**src/rtl/cpu_pkg.sv**
```systemverilog
// Shared CPU front-end definitions: data widths, the canonical NOP and the
// fetch-queue entry layout reused by decode and later stages.
package cpu_pkg;

  localparam int unsigned XLEN = 64;
  localparam int unsigned ILEN = 32;
  localparam logic [ILEN-1:0] NOP_INSTR = 32'h0000_0013;

  typedef struct packed {
    logic [XLEN-1:0] pc;
    logic [ILEN-1:0] instr;
  } fetch_entry_t;

endpackage : cpu_pkg

```
**src/rtl/fetch_unit_if.sv**
```systemverilog
// Fetch-to-decode valid/ready handshake carrying the head {pc, instr} pair.
interface fetch_unit_if;
  import cpu_pkg::*;

  logic            valid;
  logic            ready;
  logic [ILEN-1:0] instr;
  logic [XLEN-1:0] pc;

  modport master (output valid, output instr, output pc, input ready);
  modport slave  (input valid, input instr, input pc, output ready);

endinterface : fetch_unit_if

```
**src/rtl/fetch_fifo.sv**
```systemverilog
// Small circular queue of fetch entries with push, pop and a flush that
// empties the queue and rewinds both pointers.
module fetch_fifo
  import cpu_pkg::*;
#(
  parameter int unsigned DEPTH = 2
) (
  input  logic                     clk_i,
  input  logic                     rst_ni,
  input  logic                     push,
  input  logic                     pop,
  input  logic                     flush,
  input  fetch_entry_t             din,
  output fetch_entry_t             dout,
  output logic [$clog2(DEPTH):0]   count
);

  localparam int unsigned PW = $clog2(DEPTH);
  localparam int unsigned CW = PW + 1;

  fetch_entry_t  mem_q [DEPTH];
  fetch_entry_t  mem_d [DEPTH];
  logic [PW-1:0] wr_ptr_q, wr_ptr_d;
  logic [PW-1:0] rd_ptr_q, rd_ptr_d;
  logic [CW-1:0] count_q, count_d;

  always_comb begin
    mem_d    = mem_q;
    wr_ptr_d = wr_ptr_q;
    rd_ptr_d = rd_ptr_q;
    count_d  = count_q;
    if (flush) begin
      wr_ptr_d = '0;
      rd_ptr_d = '0;
      count_d  = '0;
    end else begin
      if (push) begin
        mem_d[wr_ptr_q] = din;
        wr_ptr_d        = wr_ptr_q + 1'b1;
      end
      if (pop) begin
        rd_ptr_d = rd_ptr_q + 1'b1;
      end
      case ({push, pop})
        2'b10:   count_d = count_q + 1'b1;
        2'b01:   count_d = count_q - 1'b1;
        default: count_d = count_q;
      endcase
    end
  end

  always_ff @(posedge clk_i) begin
    if (!rst_ni) begin
      wr_ptr_q <= '0;
      rd_ptr_q <= '0;
      count_q  <= '0;
    end else begin
      wr_ptr_q <= wr_ptr_d;
      rd_ptr_q <= rd_ptr_d;
      count_q  <= count_d;
    end
  end

  // Storage needs no reset: count gates every use of its contents.
  always_ff @(posedge clk_i) begin
    mem_q <= mem_d;
  end

  assign dout  = mem_q[rd_ptr_q];
  assign count = count_q;

endmodule : fetch_fifo

```
**src/rtl/fetch_unit.sv**
```systemverilog
// Instruction fetch stage: owns the PC, indexes the combinational icache and
// queues {pc, instr} pairs for decode; execute redirects flush the queue.
module fetch_unit
  import cpu_pkg::*;
#(
  parameter logic [XLEN-1:0] RESET_PC = 64'h0,
  parameter int unsigned     DEPTH    = 2
) (
  input  logic            clk_i,
  input  logic            rst_ni,
  input  logic            fetch_en_i,
  input  logic            redirect_i,
  input  logic [XLEN-1:0] redirect_pc_i,
  output logic [31:0]     ic_addr_o,
  input  logic [ILEN-1:0] ic_rdata_i,
  fetch_unit_if.master    id
);

  localparam int unsigned CW = $clog2(DEPTH) + 1;

  logic [XLEN-1:0] pc_q, pc_d;
  logic [CW-1:0]   fifo_count;
  fetch_entry_t    fifo_din;
  fetch_entry_t    fifo_dout;
  logic            push;
  logic            pop;
  logic            head_valid;
  logic            unused_redirect_lsb;

  assign unused_redirect_lsb = ^redirect_pc_i[1:0];

  assign head_valid = (fifo_count != '0);
  assign pop        = head_valid & id.ready;
  // A full queue still accepts a fetch when decode frees the head this cycle.
  assign push       = fetch_en_i & ~redirect_i &
                      ((fifo_count < CW'(DEPTH)) | pop);

  assign fifo_din.pc    = pc_q;
  assign fifo_din.instr = ic_rdata_i;

  always_comb begin
    pc_d = pc_q;
    if (redirect_i) begin
      pc_d = {redirect_pc_i[XLEN-1:2], 2'b00};
    end else if (push) begin
      pc_d = pc_q + 64'd4;
    end
  end

  always_ff @(posedge clk_i) begin
    if (!rst_ni) begin
      pc_q <= RESET_PC;
    end else begin
      pc_q <= pc_d;
    end
  end

  fetch_fifo #(
    .DEPTH(DEPTH)
  ) u_fifo (
    .clk_i (clk_i),
    .rst_ni(rst_ni),
    .push  (push),
    .pop   (pop),
    .flush (redirect_i),
    .din   (fifo_din),
    .dout  (fifo_dout),
    .count (fifo_count)
  );

  assign ic_addr_o = pc_q[33:2];
  assign id.valid  = head_valid;
  assign id.instr  = head_valid ? fifo_dout.instr : NOP_INSTR;
  assign id.pc     = head_valid ? fifo_dout.pc    : '0;

endmodule : fetch_unit

```
**src/flat_wrapper.sv**
```systemverilog
// flat-port wrapper written by rule: the top's interface ports become plain ports
module fetch_unit_flat import cpu_pkg::*;
#(
  parameter logic [XLEN-1:0] RESET_PC = 64'h0,
  parameter int unsigned     DEPTH    = 2
)
  (clk_i, rst_ni, fetch_en_i, redirect_i, redirect_pc_i, ic_addr_o, ic_rdata_i, id_valid, id_instr, id_pc, id_ready);
  fetch_unit_if id_i ();
  input  logic clk_i;
  input  logic rst_ni;
  input  logic fetch_en_i;
  input  logic redirect_i;
  input  logic [XLEN-1:0] redirect_pc_i;
  output logic [31:0] ic_addr_o;
  input  logic [ILEN-1:0] ic_rdata_i;
  output wire logic [$bits(id_i.valid)-1:0] id_valid;
  output wire logic [$bits(id_i.instr)-1:0] id_instr;
  output wire logic [$bits(id_i.pc)-1:0] id_pc;
  input wire logic [$bits(id_i.ready)-1:0] id_ready;
  assign id_valid = id_i.valid;
  assign id_instr = id_i.instr;
  assign id_pc = id_i.pc;
  assign id_i.ready = id_ready;
  fetch_unit #(.RESET_PC(RESET_PC), .DEPTH(DEPTH)) u_core (.clk_i(clk_i), .rst_ni(rst_ni), .fetch_en_i(fetch_en_i), .redirect_i(redirect_i), .redirect_pc_i(redirect_pc_i), .ic_addr_o(ic_addr_o), .ic_rdata_i(ic_rdata_i), .id(id_i));
endmodule
```
**config.mk**
```make
export PLATFORM = sky130hd
export DESIGN_NAME = fetch_unit_flat
export DESIGN_NICKNAME = d
export VERILOG_FILES = /design/src/rtl/cpu_pkg.sv /design/src/rtl/fetch_unit_if.sv /design/src/rtl/fetch_fifo.sv /design/src/rtl/fetch_unit.sv /design/src/flat_wrapper.sv
export SDC_FILE = /design/constraint.sdc
export NUM_CORES = 1
export LEC_CHECK = 0
export ABC_AREA = 1
export BUFFER_PORTS_ARGS = -buffer_cell sky130_fd_sc_hd__buf_2
export CAP_MARGIN = 20
export CORE_ASPECT_RATIO = 2
export CORE_MARGIN = 10
export CORE_UTILIZATION = 50
export CTS_CLUSTER_SIZE = 16
export DETAILED_ROUTE_END_ITERATION = 12
export PLACE_DENSITY_LB_ADDON = 0.25
export SLEW_MARGIN = 20
export SYNTH_ARGS = -nofsm -noshare
export SYNTH_HDL_FRONTEND = slang
export SYNTH_SLANG_ARGS = --single-unit
```
**constraint.sdc**
```tcl
create_clock -name clk_i -period 7.45 [get_ports clk_i]
set_input_delay 0.3725 -clock clk_i [delete_from_list [all_inputs] [get_ports clk_i]]
set_output_delay 0.3725 -clock clk_i [all_outputs]
set_load 0.02 [all_outputs]
```
After elaboration in Yosys (flattened, before gate mapping)
Cells that the tools add are included.

Register bits: 260. Bits of input ports: 101. Output and inout port bits: 129. Logic and storage cells: 45.

Add/subtract/negate cells: 5. $lt $le $gt $ge: 4. Equality and inequality tests: 2. Mux-type cells: 11. Bitwise gates (word level): 8. Reduce and logical (&&, ||, !) cells: 6.

Operators by type and width (count): 96-bit two-way mux (4); 192-bit bitwise mux (1); 64-bit two-way mux (3); 96-bit demux with 1-bit select (1); 64-bit by 3-bit adder with 64-bit output (second input constant) (1); 32-bit two-way mux (1); 2-bit nonzero test (3); 2-bit greater-or-equal comparator (second input constant) (2); 1-bit inverter with 2-bit output (2); 2-bit case mux with 2 select lines (1); 1-bit bitwise AND (3); 1-bit adder (second input constant) (2); 2-bit by 1-bit adder with 2-bit output (second input constant) (1); 2-bit by 1-bit == test with 1-bit output (second input constant) (1); 2-bit == test (second input constant) (1); 2-bit by 1-bit less-than comparator with 1-bit output (second input constant) (1); 2-bit less-than comparator (second input constant) (1); 1-bit inverter (2); 2-bit AND reduction (1); 2-bit OR reduction (1); 2-bit by 1-bit subtractor with 2-bit output (second input constant) (1); 1-bit logical AND (1); 1-bit OR (1).

Depth between registers and ports, before layout
Word-level depth: 6. Mapped depth: 11. Mapped depth without buffers: 11.

Cells and area by module
A second synthesis with hierarchy kept.

Cell total of the unflattened synthesis: 1392. Area, all modules: 12929.9 um^2.

Modules (own cells, without submodules): fetch_fifo (times used 1, cells each 328, area each 7247.0 um^2); fetch_unit (times used 1, cells each 1064, area each 5683.0 um^2).

Worst setup path before layout
Ideal clock, no wire load.

Path kind: input to register. Start: input redirect_i. End: register u_core.u_fifo.mem_q[0] (netlist bit), enable pin. Setup time: 549 ps. Arrival time: 4874 ps. Data required time: 6901 ps. Slack: 2028 ps. Stages on the path: 5. Buffers on the path: 2. Cells stage by stage: buf_2 -> nor2_4 -> inv_1 -> buf_2 -> nor2_1.

Longest elaborated chain between the ends: 4.

Ends and longest elaborated chain: from (decl) (RTL line flat_wrapper.sv:12) `input logic redirect_i;`; 1-bit inverter (no source line) (*); 1-bit bitwise AND (2 in a row) (RTL line fetch_unit.sv:35) `assign push = fetch_en_i & ~redirect_i &`; 2-bit AND reduction (no source line) (*); to (signal assigned) (RTL line fetch_fifo.sv:66) `mem_q <= mem_d;`; to (decl) (RTL line fetch_fifo.sv:21) `fetch_entry_t mem_q [DEPTH];`.

Mark *: on every way between the ends. The rest lies on a longest branch, timed or not. A chain may end at the register's enable or synchronous reset.

Worst setup path in the final report
Start: register u_core.u_fifo.count_q[1], in the netlist u_core.u_fifo.count[1]. End: output id_instr[1].

Longest elaborated chain between the ends: 2.

Ends and longest elaborated chain: from (decl) (RTL line fetch_fifo.sv:25) `logic [CW-1:0] count_q, count_d;`; from (signal assigned) (RTL line fetch_fifo.sv:60) `count_q <= count_d;`; 2-bit nonzero test (RTL line fetch_unit.sv:32) `assign head_valid = (fifo_count != '0);`; 32-bit two-way mux (RTL line fetch_unit.sv:73) `assign id.instr = head_valid ? fifo_dout.instr : NOP_INSTR;`; to (decl) (RTL line flat_wrapper.sv:17) `output wire logic [$bits(id_i.instr)-1:0] id_instr;`.

No other way between the ends.

==> results summary <==
The all-layer global routing usage is 22.4%. The total vias in the final route came out at 9973. Yosys mapped the design onto 40 distinct sky130hd cell types. For this design the ratio of total power to cell area is 212 nW/um^2.

The detailed-route wire length came out at 36200 um. Clock-pin slew was measured on the worst setup and hold paths at ~0.060 ns. The fraction of final layout cells sized beyond drive strength 1 is 20.7%. In this run the most critical hold path is launched from ic_rdata_i[31]. The analysis attributes to net switching a power of 0.000703 W.

The number of buffers on the longest clock path came out at 3. After synthesis the cells add up to approximately 12000 um^2. The normalized max-slew margin came out at 26.4%. The final count of negative-setup-slack endpoints is 0. Ranked by total cell area, the synthesized netlist is headed by edfxtp_1 46%, nand2_1 14%, dfxtp_1 11%, a21oi_1 5.8%, inv_1 3.8%. The class of the tightest hold or removal check is input port to register. Of all nets on the critical path, the largest fanout is 65. Measured along the y axis, the die boundary spans 241 um.

The hold buffer count at CTS is 0. The area of the die came out at 31300 um^2. Counting the buffers created by CTS gives 21. The most common cell in the synthesized netlist is nand2_1. The static leakage is 5.66 nW. TritonCTS built the clock tree. Counting flops with an async set or reset pin after synthesis yields a share of 0%. The source of the critical timing path is u_core.u_fifo.count[1]$_SDFFE_PP0P_. Net switching is between 20% and 30% of the power. The kind of end point of the critical path is an output pin. The area growth from synthesis to layout came out at 15.0%.

The number of input and output port buffers inserted is between 200 and 250. The average detailed-routed wire length per instance is 19.3 um. The violation count after the first detailed-route iteration is ~720.

The number of global-route vias before repair came out at 9737. The maximum vdd drop is between 0.15 and 0.2 mV. The total of warnings raised by yosys came out at 0. The fill cell instance count of the final layout is about 2200.

The placeable core area is 23900 um^2. The final clock period utilization by the worst path is 41.8%. The final worst hold slack came out at 0.0455 ns. Data on the critical path is required at its endpoint by around 7.1 ns.

The count of final max-slew check failures was 0. The data arrival time of the critical path came out at 2.74 ns. The internal power of the cells came out at between 0.002 and 0.0025 W. The number of placement rows is 80.

For this run, the leading register cell type out of synthesis is edfxtp_1. Sequential cells burn 54.9% of the power. The average footprint of a synthesized cell is 8.69 um^2.

Across the routed clock network, the largest skew measured is 0.0184 ns. The DRC violations left is 0. By count the netlist is led by 456 x nand2_1, 188 x edfxtp_1, 141 x a21oi_1. The biggest area contributor in the post-synthesis netlist is edfxtp_1. The total global routing overflow came out at 0.

At the end of routability-driven placement, the weighted congestion stood at 0.966. The flow ran to the end, and the final reports show no timing, DRC or antenna violations. The number of H-tree levels is 1. The starting utilization of the core area is 50.8%. From left edge to right edge, the die measures 130 um. The pin count of the biggest net entering global routing is 94. For the final routed database, the setup TNS stands at 0 ns. The routed design could run at a clock period as short as 3.12 ns. STA classifies the critical path startpoint as a register. The number of sinks handled by clock tree synthesis came out at roughly 250.

The first-pass detailed-route iteration total came out at 6. The kind of critical path is register to output pin. The post-cts repair resize count came out at 0. Setup repair after global routing left no endpoint under its margin. The net count of the finished layout is 1673. The cell total after placement came out at 1834. The initial antenna violation count is 2. The number of buffers inserted by post-CTS setup repair came out at 0. The reg-to-reg critical path startpoint is u_core.u_fifo.count[1]$_SDFFE_PP0P_. The number of standard cells after synthesis came out at 1399. The root buffer selected by CTS is clkbuf_16. The hold violation total from the final report is 0. The post-DP HPWL is 26300 um.

The total of max-cap violations is 0. The global-route wire length before repair is 54000 um. The count of state elements after synthesis is around 250. The number of top-level design ports came out at 230. The via density per instance came out at between 5 and 6.

Combinational cells account for 8.3% of the total power. The achievable clock frequency is 321 MHz. The slew at the pin closest to its max-slew limit came out at around 1.1 ns. In this run the remaining antenna-violating nets after routing total 0.

The later-pin clock latency in the skew report came out at 0.52 ns. The non-filler instance count after layout is 1873. Sequential cells were found to cover 57.3% of the synthesized design area. The portion of synthesized cell area occupied by the leading cell type came out at 46.4%.

The power share of the clock group is 36.9%. The number of enable flip-flop cells after synthesis came out at ~190.
==> worst paths after layout <==
path,slack [ns],cells after the start,endpoint
max,4.33,5,id_instr[1]
max reg2reg,4.85,6,u_core.u_fifo.mem_q[89]$_DFFE_PP_
min,0.05,1,u_core.u_fifo.mem_q[31]$_DFFE_PP_
min reg2reg,0.55,2,u_core.u_fifo.count[0]$_SDFFE_PP0P_
==> kinds of logic after synthesis <==
| group | after synthesis | synth area share [%] |
|---|---|---|
| AND/OR/NAND/NOR | 674 | 23.1 |
| flip-flops | 254 | 57.3 |
| AO/OA/AOI/OAI | 234 | 10.2 |
| buffers and inverters | 218 | 7.95 |
| XOR/XNOR | 16 | 1.15 |
| adder cells (fa/ha/maj) | 2 | 0.206 |
| other | 1 | 0.0309 |
==> final cells by class <==
type                            count  area (um^2)  area share (%)
Tap cell                          287          359            2.57
Clock buffer                       33          661            4.73
Inverter                          129          484            3.46
Sequential cell                   254         6970            49.9
Antenna cell                        2         5.00          0.0358
Multi-Input combinational cell    928         4250            30.4
Timing Repair Buffer              236         1230            8.79
Clock inverter                      4         21.3           0.152
==> stage by stage <==
step                      utilization [%]  total power [W]  setup WS (ns)  instance area (um^2)
after floorplan                         -          0.00181           2.03                 12200
after global placement               55.4          0.00190           4.14                 13300
after detailed placement             55.6          0.00191           4.14                 13300
after CTS                            58.4          0.00299           4.25                 14000
after global routing                 58.4          0.00306           4.11                 14000
final                                58.4          0.00297           4.33                 14000
==> metal layers <==
metal,GRT usage [%],vias up,wire [um]
met5,0,-,13
met4,12.0,2,1920
met3,3.02,94,1970
met2,41.8,337,19500
met1,23.3,4636,12700
li1,-,4904,-
==> power groups by stage <==
stage	registers, W	clock network, W	logic (W)
2_1_floorplan	0.00164	0	0.000167
3_3_place_gp	0.00166	0	0.000240
3_5_place_dp	0.00166	0	0.000246
4_1_cts	0.00163	0.00111	0.000248
5_1_grt	0.00163	0.00115	0.000272
6_report	0.00163	0.00109	0.000245
==> cells in the final DEF, fill, tap and decap left out, types with 4 or more instances in the layout <==
cell	instances
buf_2	225
dfxtp_1	65
xnor2_1	6
nand4_1	5
edfxtp_1	188
a21oi_1	141
clkbuf_16	21
clkbuf_8	9
o21ai_0	40
inv_1	121
buf_4	10
xor2_1	10
a31oi_1	15
nor2_1	104
inv_2	7
o21ai_1	26
nand2_4	4
nand2_1	456
nor2_2	14
nor2_4	11
nand2_2	12
nand3_1	62
==> critical path, stage by stage, from the launching register on <==
cell	delay, ns
dfxtp_1	0.35
nor2_4	0.68
buf_4	0.71
inv_1	0.20
nand3_1	0.11
buf_2	0.17
==> flip-flops by register name, indices dropped and copies added (netlist names) <==
signal and cells:
u_core.u_fifo.rd_ptr_q 1, u_core.u_fifo.wr_ptr_q 1, u_core.pc_q 62, u_core.u_fifo.count 2, u_core.u_fifo.mem_q 188
Power figures use the tool's default switching activity.
